--- src/rtl/mem_arbiter_rr.sv ---
// Round-robin arbiter that puts NUM_PORTS cache-line clients onto one pmem port.
// Latency: 1 cycle from IDLE to grant. Back-to-back grants chain on pmem_resp with no idle cycle.
// Backpressure: a client holds its request until its resp; ports that are not granted wait.
//
// Ports: clk/rst (async, active-high); req_read/req_write/req_addr/req_wdata per client;
//   req_resp/req_rdata back to each client; pmem_read/pmem_write/pmem_addr/pmem_wdata
//   to memory; pmem_resp/pmem_rdata from memory; arb_timeout sticky watchdog flag.
// Optional: define ARB_TIMEOUT_EN to add the BUSY watchdog and the arb_timeout port.
module mem_arbiter_rr #(
  parameter int NUM_PORTS      = 2,
  parameter int DATA_W         = 256,
  parameter int ADDR_W         = 32,
  parameter int TIMEOUT_CYCLES = 1024
) (
  input  logic                        clk,
  input  logic                        rst,
  input  logic [NUM_PORTS-1:0]        req_read,
  input  logic [NUM_PORTS-1:0]        req_write,
  input  logic [NUM_PORTS*ADDR_W-1:0] req_addr,
  input  logic [NUM_PORTS*DATA_W-1:0] req_wdata,
  output logic [NUM_PORTS-1:0]        req_resp,
  output logic [NUM_PORTS*DATA_W-1:0] req_rdata,
  output logic                        pmem_read,
  output logic                        pmem_write,
  output logic [ADDR_W-1:0]           pmem_addr,
  output logic [DATA_W-1:0]           pmem_wdata,
  input  logic                        pmem_resp,
  input  logic [DATA_W-1:0]           pmem_rdata
`ifdef ARB_TIMEOUT_EN
  ,
  output logic                        arb_timeout
`endif
);

  localparam int IW = (NUM_PORTS > 1) ? $clog2(NUM_PORTS) : 1;

  if (NUM_PORTS < 2) begin : g_bad_ports
    $error("mem_arbiter_rr needs at least two ports");
  end
  if (TIMEOUT_CYCLES < 1) begin : g_bad_timeout
    $error("mem_arbiter_rr needs TIMEOUT_CYCLES >= 1");
  end

  typedef enum logic {IDLE, BUSY} state_t;

  state_t               state;
  logic [IW-1:0]        grant;
  logic [IW-1:0]        rr_ptr;
  logic [NUM_PORTS-1:0] req;
  logic                 timeout_hit;

  assign req = req_read | req_write;

  // Two searches run in parallel: from rr_ptr+1 over all ports (used in IDLE) and
  // from grant+1 over the other NUM_PORTS-1 ports (used for chaining on pmem_resp).
  // Indices carry one extra bit so the wrap works for non-power-of-two port counts.
  logic [IW-1:0] idle_pick, chain_pick;
  logic          idle_hit, chain_hit;
  logic [IW:0]   ia, ic;

  always_comb begin
    idle_pick  = '0;
    idle_hit   = 1'b0;
    chain_pick = '0;
    chain_hit  = 1'b0;
    ia         = '0;
    ic         = '0;
    for (int k = 1; k <= NUM_PORTS; k++) begin
      ia = {1'b0, rr_ptr} + (IW+1)'(k);
      if (ia >= (IW+1)'(NUM_PORTS)) ia = ia - (IW+1)'(NUM_PORTS);
      if (!idle_hit && req[ia[IW-1:0]]) begin
        idle_hit  = 1'b1;
        idle_pick = ia[IW-1:0];
      end
      if (k < NUM_PORTS) begin
        ic = {1'b0, grant} + (IW+1)'(k);
        if (ic >= (IW+1)'(NUM_PORTS)) ic = ic - (IW+1)'(NUM_PORTS);
        if (!chain_hit && req[ic[IW-1:0]]) begin
          chain_hit  = 1'b1;
          chain_pick = ic[IW-1:0];
        end
      end
    end
  end

  // Memory side and responses follow the granted port combinationally while BUSY;
  // gating with rst keeps everything quiet for the whole reset window.
  always_comb begin
    pmem_read  = 1'b0;
    pmem_write = 1'b0;
    pmem_addr  = '0;
    pmem_wdata = '0;
    req_resp   = '0;
    req_rdata  = '0;
    if (state == BUSY && !rst) begin
      pmem_read  = req_read[grant];
      pmem_write = req_write[grant];
      pmem_addr  = req_addr[int'(grant)*ADDR_W +: ADDR_W];
      pmem_wdata = req_wdata[int'(grant)*DATA_W +: DATA_W];
      req_resp[grant] = pmem_resp;
      req_rdata[int'(grant)*DATA_W +: DATA_W] = pmem_rdata;
    end
  end

`ifdef ARB_TIMEOUT_EN
  localparam int TCW = $clog2(TIMEOUT_CYCLES + 1);
  logic [TCW-1:0] to_cnt;

  // Fires on the TIMEOUT_CYCLES-th consecutive BUSY cycle without a response.
  assign timeout_hit = (state == BUSY) && !pmem_resp && req[grant] &&
                       (to_cnt == TCW'(TIMEOUT_CYCLES - 1));

  always_ff @(posedge clk or posedge rst) begin
    if (rst) begin
      to_cnt      <= '0;
      arb_timeout <= 1'b0;
    end else begin
      if (state == BUSY && !pmem_resp && req[grant] && !timeout_hit)
        to_cnt <= to_cnt + 1'b1;
      else
        to_cnt <= '0;
      if (timeout_hit) arb_timeout <= 1'b1;
    end
  end
`else
  assign timeout_hit = 1'b0;
`endif

  always_ff @(posedge clk or posedge rst) begin
    if (rst) begin
      state  <= IDLE;
      grant  <= '0;
      rr_ptr <= IW'(NUM_PORTS - 1);
    end else begin
      case (state)
        IDLE: begin
          if (idle_hit) begin
            grant <= idle_pick;
            state <= BUSY;
          end
        end
        BUSY: begin
          if (pmem_resp) begin
            rr_ptr <= grant;
            if (chain_hit) grant <= chain_pick;
            else           state <= IDLE;
          end else if (!req[grant]) begin
            // Abort: pointer untouched so the aborting port keeps its place.
            state <= IDLE;
          end else if (timeout_hit) begin
            // Hung transaction: skip past it so the others get served.
            rr_ptr <= grant;
            state  <= IDLE;
          end
        end
        default: state <= IDLE;
      endcase
    end
  end

endmodule

--- config.mk ---
export PLATFORM = sky130hd
export DESIGN_NAME = mem_arbiter_rr
export DESIGN_NICKNAME = d
export VERILOG_FILES = /design/src/rtl/mem_arbiter_rr.sv
export SDC_FILE = /design/constraint.sdc
export NUM_CORES = 1
export LEC_CHECK = 0
export BUFFER_PORTS_ARGS = -buffer_cell sky130_fd_sc_hd__buf_2
export CAP_MARGIN = 20
export CORE_AREA = 2 2 635 637
export CTS_CLUSTER_SIZE = 40
export DETAILED_ROUTE_END_ITERATION = 8
export DIE_AREA = 0 0 637 639
export PLACE_DENSITY_LB_ADDON = 0.08
export SLEW_MARGIN = 10
export SYNTH_ARGS = -nofsm -noshare
export SYNTH_HDL_FRONTEND = slang
export SYNTH_SLANG_ARGS = --single-unit
--- constraint.sdc ---
create_clock -name clk -period 1.7 [get_ports clk]
set_input_delay 0.425 -clock clk [delete_from_list [all_inputs] [get_ports clk]]
set_output_delay 0.425 -clock clk [all_outputs]
set_load 0.05 [all_outputs]
# Word-level counts from Yosys, hierarchy flattened
# Cells that the tools add are included.
totals:
  output_inout_bits: 804
  register_bits: 3
  input_bits: 839
classes:
  shifts: 4
  bitwise_logic: 4
  eq_ne: 3
  n_reduce_logical: 7
  n_mux: 38
  add_sub_neg: 7
  order_cmp: 8
op_table:
  columns: ["operator", "n"]
  rows:
  - ["bitwise AND 512 bit", 1]
  - ["two-way mux 512 bit", 1]
  - ["variable shift 256 x 33 -> 512 bit (first input constant)", 1]
  - ["variable part select 256 x 33 -> 512 bit", 1]
  - ["variable part select 512 x 10 -> 256 bit", 1]
  - ["two-way mux 256 bit", 1]
  - ["variable part select 64 x 7 -> 32 bit", 1]
  - ["negator 9 -> 33 bit", 1]
  - ["two-way mux 32 bit", 1]
  - ["two-way mux 1 bit", 31]
  - ["less-than comparator 1 x 2 -> 1 bit (second input constant)", 4]
  - [">= comparator 2 bit (second input constant)", 3]
  - ["adder 1 x 1 -> 2 bit (second input constant)", 2]
  - ["inequality test 2 bit (second input constant)", 2]
  - ["one-hot mux 1 bit (2 select lines)", 2]
  - ["logical AND 1 bit", 3]
  - ["AND reduction 3 bit", 1]
  - ["subtractor 1 bit (second input constant)", 3]
  - ["adder 1 x 2 -> 2 bit (second input constant)", 1]
  - ["bitwise AND 2 bit", 1]
  - ["zero test 1 bit", 2]
  - ["two-way mux 2 bit", 1]
  - ["inequality test 2 x 1 -> 1 bit (second input constant)", 1]
  - ["bitwise OR 2 bit", 1]
  - ["other kinds (4)", 4]

# Longest topological paths before layout
# Gate-level depths: netlist of run 1.
depth:
  depth_word: 11
  depth_mapped: 6

# Worst setup path before layout of run 1
# No wires, ideal clock.
synth_timing:
  kind: "register to output"
  from: "register grant"
  to: "output port pmem_wdata[223]"
  t_arrival_ns: 1.618
  path_slack_ns: -0.343
  stages_incl_launch_ff: 5
  cell_sequence: "dfrtp_1 > nor3b_4 > buf_6 > clkbuf_8 > a22o_1"
synth_via:
  elab_chain_len: 2
synth_lines:
  columns: ["item", "line", "source"]
  rows:
  - ["start: declaration", "47", "logic [IW-1:0] grant;"]
  - ["start signal: assignment", "138", "grant <= idle_pick;"]
  - ["start signal: assignment", "145", "if (chain_hit) grant <= chain_pick;"]
  - ["variable part select 512 x 10 -> 256 bit", "99", "pmem_wdata = req_wdata[int'(grant)*DATA_W +: DATA_W];"]
  - ["two-way mux 256 bit", "95", "if (state == BUSY && !rst) begin"]
  - ["end: declaration", "26", "output logic [DATA_W-1:0] pmem_wdata,"]
# No other way between the ends.

# Worst setup path after layout of run 1
layout_timing:
  from: "register grant"
  to: "output port pmem_wdata[105]"
# Same word-level chain as after synthesis.

==> results of run 1 <==
==> power breakdown <==
group,leakage (uW),switching (uW),internal (uW)
Clock,0.0000383,73.3,310
Sequential,0.0000316,31.6,114
Combinational,0.0138,25600,17000
==> metrics by stage <==
| step | instances | util | cell area [um^2] |
|---|---|---|---|
| after floorplan | 943 | - | 8910 |
| after global routing | 7883 | 0.0802 | 32200 |
| final | 7894 | 0.0803 | 32200 |
| after CTS | 7849 | 0.0774 | 31000 |
| after global placement | 7842 | 0.0762 | 30500 |
| after detailed placement | 7842 | 0.0762 | 30500 |
==> sequential cells by signal (all words and copies together), names as in the netlist <==
signal and count:
grant 1, rr_ptr 1, state 1
==> critical path: stages, from the launching register on <==
cell and delay [ns]:
dfrtp_2 0.43, nor3b_4 0.24, buf_4 0.16, buf_8 0.10, buf_4 0.11, buf_12 0.15
buf_12 0.13, clkbuf_16 0.16, a22o_2 0.16, buf_12 0.14
==> cell usage after synthesis <==
cell type | n | area, um^2
and2_1 | 514 | 3220
a22o_1 | 278 | 2430
buf_6 | 63 | 709
clkbuf_2 | 50 | 250
a22o_2 | 12 | 120
buf_4 | 4 | 30.0
clkbuf_1 | 2 | 7.51
clkbuf_8 | 2 | 27.5
dfrtp_1 | 2 | 50.1
mux2_2 | 2 | 22.5
nor2_1 | 2 | 7.51
o21ai_0 | 2 | 10.0
a22oi_1 | 1 | 7.51
and3_1 | 1 | 6.26
dfstp_2 | 1 | 26.3
inv_1 | 1 | 3.75
nand2_1 | 1 | 3.75
nor2b_1 | 1 | 6.26
nor3b_4 | 1 | 18.8
o21a_1 | 1 | 7.51
o22a_1 | 1 | 8.76
xnor2_1 | 1 | 8.76
==> cell usage in the layout (no fill, tap or decap), drive strengths merged <==
master  netlist  layout
clkbuf       54      45
nor3b         1       1
mux2          2       2
dfrtp         2       2
and3          1       1
nand2         1       1
nor2          2       2
o22a          1       1
diode         0      16
a22oi         1       1
o21a          1       1
dfstp         1       1
inv           1       1
a22o        290     290
o21ai         2       2
and2        514     514
xnor2         1       1
nor2b         1       1
buf          67    1724
==> cells by family (layout without fill, tap and decap cells) <==
family	after synthesis	count (layout)	synth area share
AO/OA/AOI/OAI	295	295	0.371
XOR/XNOR	1	1	0.00125
buffers and inverters	122	1770	0.147
flip-flops	3	3	0.0109
multiplexers	2	2	0.00322
other	0	16	0
AND/OR/NAND/NOR	520	520	0.467
==> area by class of cell <==
class,count,area (um^2),share of cell area
Tap cell,5287,6620,0.205
Multi-Input combinational cell,818,7930,0.246
Sequential cell,3,77.6,0.00241
Inverter,1,8.76,0.000272
Antenna cell,16,40.0,0.00124
Timing Repair Buffer,1765,17400,0.542
Clock buffer,4,78.8,0.00245
==> path summary, 6_finish.rpt <==
path,end,slack (ns),cells after the start
setup / recovery,pmem_wdata[105],-0.79,9
hold / removal,state,0.22,3
setup reg to reg,state,0.31,4
hold reg to reg,rr_ptr,0.62,1
max in group asynchronous,rr_ptr,1.29,3
min in group clk,rr_ptr,0.62,1
==> repair_timing <==
action | 4_1_cts | 5_1_grt
pin swaps | 1 | 11
endpoints found under the setup margin | 804 | 804
gates cloned | 2 | 15
buffers inserted | 1 | 14
gates resized for setup | 101 | 176
hold buffers | 0 | 0
==> per-layer routing <==
layer,part of all wire,track usage
met4,0.0092,0.00564
met1,0.39,0.112
met5,0.0022,0
met3,0.10,0.0431
met2,0.50,0.176
==> impl_metrics.json, run 1 <==
{
  "status": "finished with violations",
  "violations": "negative setup slack",
  "place_ws_ns": -0.909,
  "synth-seq-cells": 3,
  "coreArea_mm2": 0.401,
  "drt_iter0_drc": 787,
  "whs_ns": 0.220,
  "final_nets": 3431,
  "gr-total-overflow": 0,
  "cts_tree": "built",
  "clock_latency_ns": 0.23,
  "ys_seq_area_frac": 0.0109,
  "drt-pass1-iter-count": 5,
  "antenna_left": 0,
  "initial_core_util": 0.0174,
  "tightest_slew_ns": 0.383,
  "min_path_type": "in2async",
  "grt_pass1_wl_mm": 246,
  "cp.required_ns": 1.27,
  "rsz0062_at_grt": "yes",
  "finClkSkew_ns": 0.000246,
  "cts.clk_slew.worst_paths_ns": 0.03,
  "area_growth_pct": 361,
  "port_buffers": 1642,
  "io_pins": 1643,
  "dieWidth_um": 637,
  "crit_arrival_ns": 2.06,
  "syn-num-nets": 1782,
  "setup_viol": 804,
  "report.power.total_uw": 43200,
  "drive_gt1_frac": 0.995,
  "grt_start_max_net_pins": 119,
  "synth_cell_types": 22,
  "die-area_mm2": 0.407,
  "cts_made_buffers": 3,
  "die_height_um": 639,
  "fin_ws_ns": -0.787,
  "routabilityCongestion": 0.910,
  "cap_violations": 0,
  "critPathKind": "reg2out",
  "fmax_mhz": 402,
  "cp_max_fo": 7,
  "fp-row-count": 233,
  "powerDensity_mw_per_mm2": 1340,
  "dpl.hpwl_mm": 200,
  "drc": 0,
  "syn-cell-area_mm2": 0.00698,
  "nFillCells": 46700,
  "grt_pass1_vias": 15200,
  "track_usage": 0.0987,
  "routed_via_density": 1.94,
  "ir_drop_v": 0.000483,
  "relSlewSlack": 0.745,
  "antenna_found_initial": 168,
  "clock-root-buffer": "clkbuf_16",
  "r2r_start": "grant",
  "wl_per_cell_um": 27.4,
  "num_vias": 15400,
  "clockBufferDepth": 2,
  "yosys_warnings": 0,
  "finalHoldViolations": 0,
  "worst_setup_path_start_kind": "flip-flop",
  "fin_crit_sh": 1.46,
  "p_leak_uw": 0.0138,
  "setup_tns_ns": -486.09,
  "syn_avg_cell_area_um2": 7.41,
  "synth_cells": 943,
  "min_period_ns": 2.49,
  "crit_start": "grant",
  "slew_viol_final": 0,
  "numClockSinks": 3,
  "h-tree-depth": 1,
  "cp-end-kind": "output pin",
  "totalWireLength_mm": 216
}
Note: power is estimated with default switching activity, not from simulation.
==> inputs of run 2 (changes only) <==
--- a/config.mk
+++ b/config.mk
@@ -11,6 +11,7 @@
 export CTS_CLUSTER_SIZE = 40
 export DETAILED_ROUTE_END_ITERATION = 8
 export DIE_AREA = 0 0 637 639
+export GPL_TIMING_DRIVEN = 0
 export PLACE_DENSITY_LB_ADDON = 0.08
 export SLEW_MARGIN = 10
 export SYNTH_ARGS = -nofsm -noshare
==> impl_metrics.json, run 2 (same netlist as run 1, synthesis figures left out) <==
{
  "status": "finished with violations",
  "violations": "negative setup slack",
  "initial_core_util": 0.0174,
  "whs_ns": 0.181,
  "die-area_mm2": 0.407,
  "ir_drop_v": 0.000581,
  "cp.required_ns": 1.27,
  "antenna_left": 0,
  "finClkSkew_ns": 0.000325,
  "cap_violations": 0,
  "final_common_cell": "buf_2",
  "grt_start_max_net_pins": 11,
  "critPathKind": "reg2out",
  "regToRegSetupSlack_ns": 0.36,
  "cts_made_buffers": 3,
  "netSwitchingFraction": 0.609,
  "worst_setup_path_start_kind": "flip-flop",
  "fin_crit_sh": 1.49,
  "tightest_slew_ns": 0.475,
  "slew_viol_final": 0,
  "routed_via_density": 1.99,
  "track_usage": 0.109,
  "routabilityCongestion": 0.915,
  "die_height_um": 639,
  "totalWireLength_mm": 237,
  "h-tree-depth": 1,
  "clock_latency_ns": 0.22,
  "area_growth_pct": 366,
  "power_frac_comb": 0.989,
  "cts.clk_slew.worst_paths_ns": 0.03,
  "powerDensity_mw_per_mm2": 1390,
  "final_cell_mix": "buf_2, and2_4, buf_8",
  "cp-end-kind": "output pin",
  "dieWidth_um": 637,
  "rsz0062_at_grt": "yes",
  "gr-total-overflow": 0,
  "relSlewSlack": 0.683,
  "p_leak_uw": 0.0144,
  "cts_tree": "built",
  "finalHoldViolations": 0,
  "min_path_type": "in2async",
  "coreArea_mm2": 0.401,
  "min_period_ns": 2.54,
  "fin_ws_ns": -0.838,
  "cp_max_fo": 9,
  "grt_pass1_wl_mm": 270,
  "antenna_found_initial": 163,
  "power_switching_uw": 27500,
  "report.power.total_uw": 45200,
  "final_nets": 3517,
  "drt_iter0_drc": 778,
  "io_pins": 1643,
  "reg_top3": "grant x1, rr_ptr x1, state x1",
  "num_vias": 15900,
  "dpl_cell_area_mm2": 0.0237,
  "crit_arrival_ns": 2.11,
  "wl_per_cell_um": 29.6,
  "port_buffers": 1642,
  "setup_viol": 804,
  "drt-pass1-iter-count": 5,
  "drive_gt1_frac": 0.996,
  "power_frac_seq": 0.003,
  "fmax_mhz": 394,
  "internal-power_uw": 17700,
  "clock-root-buffer": "clkbuf_16",
  "numClockSinks": 3,
  "grt_pass1_vias": 16200,
  "clockBufferDepth": 2,
  "fp-row-count": 233,
  "cts_hold_buf": 0,
  "drc": 0,
  "final_area_mm2": 0.0325,
  "pwr-share-clk": 0.008,
  "setup_tns_ns": -544.87,
  "dpl.hpwl_mm": 217
}
run 2: final cells by class:
class,instances,area (um^2)
inverters,1,8.76
flip-flops and latches,3,78.8
plain buffers,116,2180
clock buffers,4,78.8
diodes,25,62.6
fillers,46900,368000
repair buffers,1735,15100
multi-input cells,818,8380
well taps,5287,6620
run 2: final timing paths:
path                       cells after the start        endpoint   start
max                                            6  pmem_wdata[12]   state
min                                            3           grant     rst
max reg2reg                                    4           state   grant
min reg2reg                                    1          rr_ptr  rr_ptr
max in group asynchronous                      3          rr_ptr     rst
min in group clk                               1          rr_ptr  rr_ptr
run 2: layer usage:
layer / routed length (um) / track usage
met4: 3130 / 0.00525
met1: 94300 / 0.128
met5: 458 / 0
met2: 117000 / 0.195
met3: 21500 / 0.0428
run 2: power groups by stage:
stage / registers, uW / clock network [uW] / logic [uW]
3_3_place_gp: 164 / 0 / 34800
2_1_floorplan: 146 / 0 / 21400
5_1_grt: 148 / 384 / 46600
6_report: 144 / 373 / 44700
4_1_cts: 143 / 379 / 43300
3_5_place_dp: 161 / 0 / 34600
run 2: critical path: stages (launching register included):
cell,delay (ns)
dfrtp_2,0.41
and3_4,0.20
buf_16,0.16
buf_16,0.25
buf_16,0.15
a22o_4,0.34
buf_12,0.18
run 2: stage by stage:
stage / util / instances / worst slack, ns
finish: 0.0811 / 7989 / -0.838
global route: 0.0810 / 7970 / -0.839
CTS: 0.0752 / 7946 / -0.868
detailed placement: 0.0592 / 7872 / -1.90
global placement: 0.0592 / 7872 / -1.92
floorplan: - / 943 / -0.210
run 2: timing repair:
action                     in CTS  in global routing
pin swaps                      98                 25
gates cloned                   29                 14
setup endpoints to repair     804                804
gates resized for setup      1429                630
setup buffers                  42                 14
==> inputs of run 3 (changes only) <==
--- a/config.mk
+++ b/config.mk
@@ -12,7 +12,6 @@
 export DETAILED_ROUTE_END_ITERATION = 8
 export DIE_AREA = 0 0 637 639
 export GPL_TIMING_DRIVEN = 0
-export PLACE_DENSITY_LB_ADDON = 0.08
 export SLEW_MARGIN = 10
 export SYNTH_ARGS = -nofsm -noshare
 export SYNTH_HDL_FRONTEND = slang
==> impl_metrics.json, run 3 (same netlist as run 1, synthesis figures left out) <==
{
  "relSlewSlack": 0.602,
  "drt-pass1-iter-count": 5,
  "ir_drop_v": 0.000601,
  "powerDensity_mw_per_mm2": 1540,
  "grt_pass1_wl_mm": 362,
  "clock-root-buffer": "clkbuf_16",
  "r2r_start": "grant",
  "dpl_cell_area_mm2": 0.0237,
  "use_met3": 0.0797,
  "numClockSinks": 3,
  "use_met1": 0.172,
  "grt_pass1_vias": 15300,
  "grt_start_max_net_pins": 12,
  "final_area_mm2": 0.0277,
  "crit_start": "grant",
  "cts_tree": "built",
  "port_buffers": 1642,
  "antenna_found_initial": 305,
  "drc": 0,
  "r2r_cells": 4,
  "clock_latency_ns": 0.23,
  "worst_setup_path_start_kind": "flip-flop",
  "io_pins": 1643,
  "routed_via_density": 2.17,
  "dpl.hpwl_mm": 313,
  "status": "finished with violations",
  "r2r-end": "state",
  "cp.required_ns": 1.27,
  "fmax_mhz": 389,
  "min_period_ns": 2.57,
  "finalHoldViolations": 0,
  "cts_made_buffers": 3,
  "met2_usage": 0.264,
  "tightest_slew_ns": 0.601,
  "cap_violations": 0,
  "regToRegSetupSlack_ns": 0.33,
  "fp-row-count": 233,
  "cp-end-kind": "output pin",
  "final_cell_mix": "buf_2, and2_2, and2_4",
  "min_path_type": "in2async",
  "top_usage_layer": "met2",
  "violations": "negative setup slack",
  "totalWireLength_mm": 331,
  "area_growth_pct": 297,
  "final_common_cell": "buf_2",
  "initial_core_util": 0.0174,
  "fin_ws_ns": -0.873,
  "critPathKind": "reg2out",
  "dieWidth_um": 637,
  "place_ws_ns": -1.85,
  "clockBufferDepth": 2,
  "routabilityCongestion": 1.05,
  "finClkSkew_ns": 0.000243,
  "die_height_um": 639,
  "crit_arrival_ns": 2.15,
  "die-area_mm2": 0.407,
  "setup_viol": 804,
  "cts.clk_slew.worst_paths_ns": 0.03,
  "antenna_left": 0,
  "coreArea_mm2": 0.401,
  "gr-total-overflow": 0,
  "slew_viol_final": 0,
  "fin_crit_sh": 1.51,
  "drt_iter0_drc": 1671,
  "track_usage": 0.155,
  "drive_gt1_frac": 0.995,
  "final_nets": 3449,
  "rsz0062_at_grt": "yes",
  "cp_max_fo": 11,
  "num_vias": 17400,
  "wl_per_cell_um": 41.3,
  "h-tree-depth": 1,
  "p_leak_uw": 0.0128,
  "reg_top3": "grant x1, rr_ptr x1, state x1"
}
-- run 3: repair_timing --
item | 4_1_cts | 5_1_grt
pin swaps | 3 | 1
gates resized for setup | 577 | 439
endpoints found under the setup margin | 804 | 804
buffers inserted | 11 | 4
hold buffers | 0 | 0
cloned | 7 | 0
-- run 3: how the worst max path moves through the flow --
stage                      endpoint  cells after the start
floorplan           pmem_wdata[180]                      4
global placement     pmem_wdata[21]                      6
detailed placement   pmem_wdata[21]                      6
CTS                 pmem_wdata[225]                      6
global route         pmem_wdata[21]                      6
finish              pmem_wdata[144]                      6
-- run 3: worst max-delay path, cell delays in order, from the launching register on --
cell and delay [ns]:
dfrtp_2 0.42, nor3b_4 0.26, buf_12 0.20, buf_16 0.24, buf_12 0.19, a22o_2 0.20, buf_2 0.28
-- run 3: power by group --
part           internal, uW  total, uW  leakage, uW  switching, uW
logic                 12200      42200       0.0127          30000
clock network           310        386    0.0000389           75.4
registers               113        142    0.0000316           28.4
total                 12600      42700       0.0128          30100
-- run 3: final cells by class --
type | instances | area, um^2
inverters | 1 | 8.76
diodes | 127 | 318
flip-flops and latches | 3 | 77.6
clock buffers | 4 | 78.8
fillers | 47300 | 373000
repair buffers | 1663 | 10900
plain buffers | 120 | 1820
multi-input cells | 818 | 7840
well taps | 5287 | 6620
-- run 3: per-stage QoR --
stage,util,total power (uW),hold slack [ns],std cells,setup TNS [ns]
after floorplan,-,21500,0.155,943,-90.48
after global placement,0.0592,38600,0.331,7872,-1000.08
after detailed placement,0.0592,38500,0.338,7872,-1004.71
after CTS,0.0654,42600,0.0506,7894,-623.44
after global routing,0.0686,44500,0.0477,7946,-630.54
final,0.0691,42700,0.0456,8023,-576.17
-- run 3: routing by layer --
metal  share of wire  vias up
met2            0.47     1761
met4           0.028       74
met5          0.0035        -
met3            0.13      583
li1                -     6851
met1            0.37     8153
